--- config.mk ---
export PLATFORM = sky130hd
export DESIGN_NAME = imm_extend_stage
export DESIGN_NICKNAME = d
export VERILOG_FILES = /design/src/rtl/imm_ext_pkg.sv /design/src/rtl/imm_ext_core.sv /design/src/rtl/imm_extend_stage.sv
export SDC_FILE = /design/constraint.sdc
export NUM_CORES = 1
export LEC_CHECK = 0
export CELL_PAD_IN_SITES_DETAIL_PLACEMENT = 1
export CELL_PAD_IN_SITES_GLOBAL_PLACEMENT = 1
export CORE_UTILIZATION = 36
export CTS_CLUSTER_SIZE = 8
export DETAILED_ROUTE_END_ITERATION = 8
export GPL_TIMING_DRIVEN = 0
export HOLD_SLACK_MARGIN = 0.08
export PLACE_DENSITY = 0.82
export SYNTH_ARGS = -nofsm -noshare
export SYNTH_HDL_FRONTEND = slang
export SYNTH_HIERARCHICAL = 1
export SYNTH_SLANG_ARGS = --single-unit
--- constraint.sdc ---
create_clock -name clk_i -period 1.2 [get_ports clk_i]
set_input_delay 0.24 -clock clk_i [delete_from_list [all_inputs] [get_ports clk_i]]
set_output_delay 0.24 -clock clk_i [all_outputs]
set_load 0.03 [all_outputs]
--- src/rtl/imm_ext_pkg.sv ---
// imm_ext_pkg: extension modes and stage FSM states shared by the immediate-extension stage.
package imm_ext_pkg;
    localparam logic [1:0] MODE_SEXT  = 2'd0;
    localparam logic [1:0] MODE_ZEXT  = 2'd1;
    localparam logic [1:0] MODE_UPPER = 2'd2;
    localparam logic [1:0] MODE_BROFF = 2'd3;
    typedef logic [1:0] mode_t;
    typedef enum logic [1:0] {EMPTY, ONE, TWO} state_t;
endpackage

--- src/rtl/imm_ext_core.sv ---
// imm_ext_core: combinational sign/zero/upper/branch-offset extension of an IN_W immediate to OUT_W bits.
module imm_ext_core
    import imm_ext_pkg::*;
#(
    parameter int IN_W  = 16,
    parameter int OUT_W = 32
) (
    input  logic [IN_W-1:0]  imm_i,
    input  mode_t            mode_i,
    output logic [OUT_W-1:0] ext_o
);
    logic [OUT_W-1:0] z, s;
    always_comb begin
        z = {{(OUT_W-IN_W){1'b0}}, imm_i};
        s = {{(OUT_W-IN_W){imm_i[IN_W-1]}}, imm_i};
        ext_o = mode_i == MODE_SEXT  ? s :
                mode_i == MODE_ZEXT  ? z :
                mode_i == MODE_UPPER ? z << IN_W : s << 2;
    end
endmodule

--- src/rtl/imm_extend_stage.sv ---
// imm_extend_stage: registered immediate extension with valid/ready, tag passthrough and flush; IMM_EXT_SKID_EN selects the 2-entry skid build.
module imm_extend_stage
    import imm_ext_pkg::*;
#(
    parameter int IN_W  = 16,
    parameter int OUT_W = 32,
    parameter int TAG_W = 5
) (
    input  logic             clk_i,
    input  logic             reset_i,
    input  logic             flush_i,
    input  logic             in_valid_i,
    output logic             in_ready_o,
    input  logic [IN_W-1:0]  in_imm_i,
    input  mode_t            in_mode_i,
    input  logic [TAG_W-1:0] in_tag_i,
    output logic             out_valid_o,
    input  logic             out_ready_i,
    output logic [OUT_W-1:0] out_data_o,
    output logic [TAG_W-1:0] out_tag_o,
    output logic             out_neg_o
);
    state_t           state_q, state_d;
    logic [OUT_W-1:0] main_data_q, main_data_d, ext;
    logic [TAG_W-1:0] main_tag_q, main_tag_d;
    logic             accept, drain;

    imm_ext_core #(.IN_W(IN_W), .OUT_W(OUT_W)) u_core (
        .imm_i (in_imm_i),
        .mode_i(in_mode_i),
        .ext_o (ext)
    );

    assign out_valid_o = state_q != EMPTY;
    assign out_data_o  = main_data_q;
    assign out_tag_o   = main_tag_q;
    assign out_neg_o   = main_data_q[OUT_W-1];
    assign accept      = in_valid_i && in_ready_o;
    assign drain       = out_valid_o && out_ready_i;

`ifdef IMM_EXT_SKID_EN
    logic [OUT_W-1:0] skid_data_q, skid_data_d;
    logic [TAG_W-1:0] skid_tag_q, skid_tag_d;
    // Derived from the state register only, so out_ready never reaches in_ready.
    assign in_ready_o = state_q != TWO;
    always_comb begin
        state_d     = state_q;
        main_data_d = main_data_q;
        main_tag_d  = main_tag_q;
        skid_data_d = skid_data_q;
        skid_tag_d  = skid_tag_q;
        case (state_q)
            EMPTY: if (accept) begin
                state_d     = ONE;
                main_data_d = ext;
                main_tag_d  = in_tag_i;
            end
            ONE: if (accept && drain) begin
                main_data_d = ext;
                main_tag_d  = in_tag_i;
            end else if (accept) begin
                state_d     = TWO;
                skid_data_d = ext;
                skid_tag_d  = in_tag_i;
            end else if (drain) begin
                state_d = EMPTY;
            end
            TWO: if (drain) begin
                state_d     = ONE;
                main_data_d = skid_data_q;
                main_tag_d  = skid_tag_q;
            end
            default: state_d = EMPTY;
        endcase
        if (flush_i) state_d = EMPTY;
    end
    always_ff @(posedge clk_i) begin
        if (reset_i) begin
            skid_data_q <= '0;
            skid_tag_q  <= '0;
        end else begin
            skid_data_q <= skid_data_d;
            skid_tag_q  <= skid_tag_d;
        end
    end
`else
    assign in_ready_o = !out_valid_o || out_ready_i;
    always_comb begin
        state_d     = state_q;
        main_data_d = main_data_q;
        main_tag_d  = main_tag_q;
        if (accept) begin
            state_d     = ONE;
            main_data_d = ext;
            main_tag_d  = in_tag_i;
        end else if (drain) begin
            state_d = EMPTY;
        end
        if (flush_i) state_d = EMPTY;
    end
`endif

    always_ff @(posedge clk_i) begin
        if (reset_i) begin
            state_q     <= EMPTY;
            main_data_q <= '0;
            main_tag_q  <= '0;
        end else begin
            state_q     <= state_d;
            main_data_q <= main_data_d;
            main_tag_q  <= main_tag_d;
        end
    end
endmodule

Word level (Yosys, flattened, before mapping)
Cells that the tools add are included.
{ "totals": {"register_bits": 38, "latch_bits": 0, "ramBits": 0, "romBits": 0, "inputBits": 28, "output_inout_bits": 40, "wordCells": 17, "mem_count": 0} }
{ "classes": {"n_addsub": 0, "multipliers": 0, "div_mod_pow": 0, "magnitude_cmp": 0, "eq_ne": 2, "n_shift": 0, "mux": 5, "bitwise": 0, "reduce_logical": 7} }
{ "op_table": {"columns": ["operator", "n"], "rows": [
  ["$mux W32", 2],
  ["$mux W31", 1],
  ["$eq A2 B1 Y1 const B", 1],
  ["$eq A2 B2 Y1 const B", 1],
  ["$logic_and A1 B1 Y1", 2],
  ["$logic_not A2 Y1", 1],
  ["$mux W1", 2],
  ["$reduce_bool A2 Y1", 1],
  ["$reduce_or A2 Y1", 1],
  ["$logic_not A1 Y1", 1],
  ["$logic_or A1 B1 Y1", 1]
]} }

Logic depth before layout (Yosys ltp)
{ "logic_depth": {"ltp_word": 4, "mapped_depth": 6, "depth_no_buf": 4} }

By module
The synthesis kept the hierarchy.
{ "modules_own_cells": {"columns": ["mod", "instances", "cells_each", "area_each_um2", "seq_area_each_um2"], "rows": [
  ["imm_extend_stage", 1, 175, 1794.2, 760.7],
  ["imm_ext_core", 1, 59, 510.5, 0.0]
]} }

Least setup slack after synthesis
OpenSTA, ideal clock, no wires.
{ "synth_timing": {"path_type": "reg2reg", "from": "register state_q[0]", "to": "register state_q[0]", "t_arrival_ns": 1.156, "required_ns": 1.114, "slack_ns": -0.042, "stages_incl_launch_ff": 5, "period_less_slack_ns": 1.242, "path_cell_list": "dfxtp_1 -> nand2b_4 -> buf_6 -> buf_2 -> a211oi_1"} }
{ "synth_between": {"elab_chain_cells": 4} }
{ "synth_rtl": {"columns": ["item", "line", "source"], "rows": [
  ["start: declaration", "imm_extend_stage.sv:23", "state_t state_q, state_d;"],
  ["start signal: assignment", "imm_extend_stage.sv:109", "state_q <= state_d;"],
  ["$logic_not A1 Y1 *", "imm_extend_stage.sv:87", "assign in_ready_o = !out_valid_o || out_ready_i;"],
  ["$logic_or A1 B1 Y1 *", "imm_extend_stage.sv:87", null],
  ["net in_ready_o", "imm_extend_stage.sv:13", "output logic in_ready_o,"],
  ["$logic_and A1 B1 Y1 *", "imm_extend_stage.sv:38", "assign accept = in_valid_i && in_ready_o;"],
  ["$mux W1 / $reduce_bool A2 Y1 (equally long branches)", null, null]
]} }
The timed path passes the listed nets; every way through them passes the cells marked *.
A chain may end at the register's enable or synchronous reset.

Worst setup path in the final report
{ "layout_timing": {"from": "register state_q[0]", "to": "output port in_ready_o"} }
{ "layout_between": {"elab_chain_cells": 2} }
{ "layout_rtl": {"columns": ["item", "line"], "rows": [
  ["$logic_not A1 Y1", "imm_extend_stage.sv:87"],
  ["$logic_or A1 B1 Y1", "imm_extend_stage.sv:87"],
  ["end: declaration", "imm_extend_stage.sv:13"]
]} }
Every way passes these cells.

==> results.md <==
* Run status: finished, final reports clean
* Core footprint at 0.00606 mm2
* Ports at 68
* Simple logic cell fraction of the synthesized area at 0.132
* Count of unique library cells instantiated by Yosys at 23
* Post-Route Skew at 0.00519 ns
* Area fraction in compound gates after synthesis at 0.374
* Crit Path Max Fanout at 2
* Clock tree from TritonCTS: yes
* Remaining global-route overflow at 0
* CTS buffer count at 5
* Worst-Margin Slew at 0.525 ns
* Total number of H-tree levels at 2
* Largest net degree at the start of global routing at 12
* Final Slew Violations at 0
* Reg clk slew, reported paths at roughly 0.080 ns
* Overall die area at 0.00673 mm2
* HPWL reported at the end of detailed placement at about 4.6 mm
* Maximum achievable frequency at 837 MHz
* Total nets after synthesis at 262
* Number of non-filler instances in the completed layout at ~380
* Min Hold Slack at 0.386 ns
* Portion of the post-synthesis area used by sequential elements at 0.330
* Netlist area before placement at about 0.0023 mm2
* Die extent in y at 82.0 um
* Number of standard-cell rows in the floorplan at 28
* Count of mapped cells out of synthesis at 234
* Slew HR at 0.650
* Minimum setup slack among reg-to-reg paths at 0.04 ns
* Synth-to-layout area growth at 32.2%
* IO Port Bufs at 63
* Clock latency on the worst-skew pair at 0.29 ns
* Proportion of layout cells with a drive suffix above 1 at 0.362
* Overall routed net length at 6.29 mm
* Starting DRC count in detailed routing at 87
* Initial antenna violation count at 0
* Standard cell area after detailed placement at 0.00303 mm2
* Instance count after placement with tap cells included at 372
* Final number of setup-violating endpoints at 0
* Number of synthesized register bits at 38
* Per-cell via count in the routed design at between 5 and 6
* Combinational family with the most area after synthesis: compound AO/OA/AOI/OAI gates
* Cells on Worst Hold Path at 3
* Arithmetic-cell share of the synthesized area counting full adders, half adders and majority gates at 0
* Endpoints failing hold at 0
* R2r endpoint: out_data_o[0]$_SDFFE_PP0P_
* XOR/XNOR share of the synthesized area at 0
* Share of the cycle needed by the critical path after routing at 0.996
* Routability-driven placement congestion ratio at 0.768
* Number of global-route vias before repair at 2032
* Most used cells in the layout excluding fill and tap cells: dfxtp_1, buf_2, nand3_1, a21bo_1, a21oi_2
* Most common library cell in the layout ignoring fill and taps: dfxtp_1
* Per-cell routed wire length at approximately 16 um
* Starting density of the core at 0.380
* Clock Path Buffers at 2
* Fin worst setup slack at 0.00482 ns
* CP Capture Type: primary output
* # hold bufs at CTS at 0
* Design Power at 0.00312 W
* Post-route cell area at 0.00305 mm2
* Max capacitance violation total at 0
* Reg-to-reg startpoint: state_q[0]$_SDFFE_PP0P_
* Post-detailed-route DRC marker count at 0
* Ratio of total power to cell area at roughly 1000 mW/mm2
* Net total in the final layout at approximately 330
* CP startpoint kind: flip-flop
* Yosys warnings at 6
* Data required, critical path at 0.96 ns
* Number of detailed-routing iterations run before antenna repair at 4
* Antenna violation net count after detailed routing at 0
* Leakage power at 1.22 nW
* Hold Path Sink: out_data_o[31]$_SDFFE_PP0P_
* Critical Path AT at 0.96 ns
* Antenna Cells at 0
* Largest voltage drop on the vdd net at 0.000686 V
* Die extent in x at 82.0 um
* Num Clock Sinks at 38
* Hold crit path type: input pin to flip-flop
* Setup repair after global routing missed its margin: yes
* Clock period minus final worst setup slack at 1.20 ns
* Fill cell count at 717
* Source of the worst hold timing path: reset_i
* Vias at approximately 2000
* Total Routing Usage GR at 0.199
* Master cell of the clock root buffer: clkbuf_8
* Placement-stage worst setup slack at -0.916 ns
* Synthesized area divided by synthesized cell count at 9.85 um2
* Start-to-end type of the worst setup path: flip-flop to primary output
* Multiplexer share of the synthesized area at 0.0651
* First-pass GRT wire length at 10.2 mm
* Worst Reg2Reg Path Length in Cells at 5
cell usage after synthesis:
cell type,n,area (um2)
nand2b_1,6,37.5
nor2b_1,2,12.5
o21bai_1,15,113
a21boi_1,1,7.51
buf_2,11,55.1
inv_1,2,7.51
nor3b_4,1,18.8
buf_6,8,90.1
nand2b_4,1,13.8
and2_1,1,6.26
mux2i_1,15,150
clkbuf_8,1,13.8
o21ai_0,6,30.0
a22o_1,14,123
nand3_1,31,155
nand4b_1,6,52.6
dfxtp_1,38,761
clkbuf_1,6,22.5
a21oi_2,31,272
buf_4,5,37.5
a21bo_1,31,310
and2_4,1,8.76
a211oi_1,1,7.51
worst max-delay path by stage:
| stage | startpoint | to | cells after the start |
|---|---|---|---|
| floorplan | state_q[0]$_SDFFE_PP0P_ | state_q[0]$_SDFFE_PP0P_ | 4 |
| finish | state_q[0]$_SDFFE_PP0P_ | in_ready_o | 3 |
| CTS | state_q[0]$_SDFFE_PP0P_ | in_ready_o | 3 |
| detailed placement | out_ready_i | in_ready_o | 5 |
| global placement | out_ready_i | in_ready_o | 5 |
| global route | state_q[0]$_SDFFE_PP0P_ | in_ready_o | 3 |
final cells by class:
cell class | count | area [um2] | share of cell area
multi-input cells | 163 | 1320 | 0.432
flip-flops and latches | 38 | 763 | 0.250
well taps | 75 | 93.8 | 0.0308
clock inverters | 1 | 5.00 | 0.00164
clock buffers | 7 | 86.3 | 0.0283
inverters | 2 | 7.51 | 0.00246
repair buffers | 66 | 551 | 0.181
plain buffers | 30 | 224 | 0.0735
flip-flops by register name, summed over array words and instances (netlist names):
signal / flops
out_data_o: 32
out_tag_o: 5
state_q: 1
worst max-delay path, cell delays in order, from the launching register on:
cell	delay, ns
dfxtp_2	0.35
nand2b_4	0.06
buf_8	0.12
buf_6	0.13
report_power, final:
part | internal [W] | leakage [nW] | switching [W]
Combinational | 0.000358 | 0.859 | 0.000459
Clock | 0.000464 | 0.0482 | 0.000474
Sequential | 0.00133 | 0.312 | 0.0000330
Total | 0.00215 | 1.22 | 0.000966
per-layer routing:
metal / routed length, um / GRT usage / up-vias
met3: 223 / 0.0389 / 6
met1: 3100 / 0.260 / 951
li1: - / - / 995
met5: 0 / 0 / -
met4: 44 / 0.0368 / 0
met2: 2930 / 0.339 / 37
cell families (layout without fill, tap and decap cells):
family,count (synthesis),in the layout
AOI/OAI and AO/OA,99,99
DFF,38,38
and+or+nand+nor,49,49
buffers and inverters,33,106
muxes,15,15
timing repair:
action / in CTS / in global routing
buffers inserted: 3 / 0
gates cloned: 0 / 0
pin swaps: 1 / 0
resized for setup: 136 / 48
endpoints found under the setup margin: 70 / 26
stage by stage:
stage                util  setup TNS, ns
floorplan               -              0
global placement    0.500         -16.38
detailed placement  0.500         -17.45
CTS                 0.525       -0.00339
global route        0.503        -0.0285
finish              0.503              0
Power figures use the tool's default switching activity.
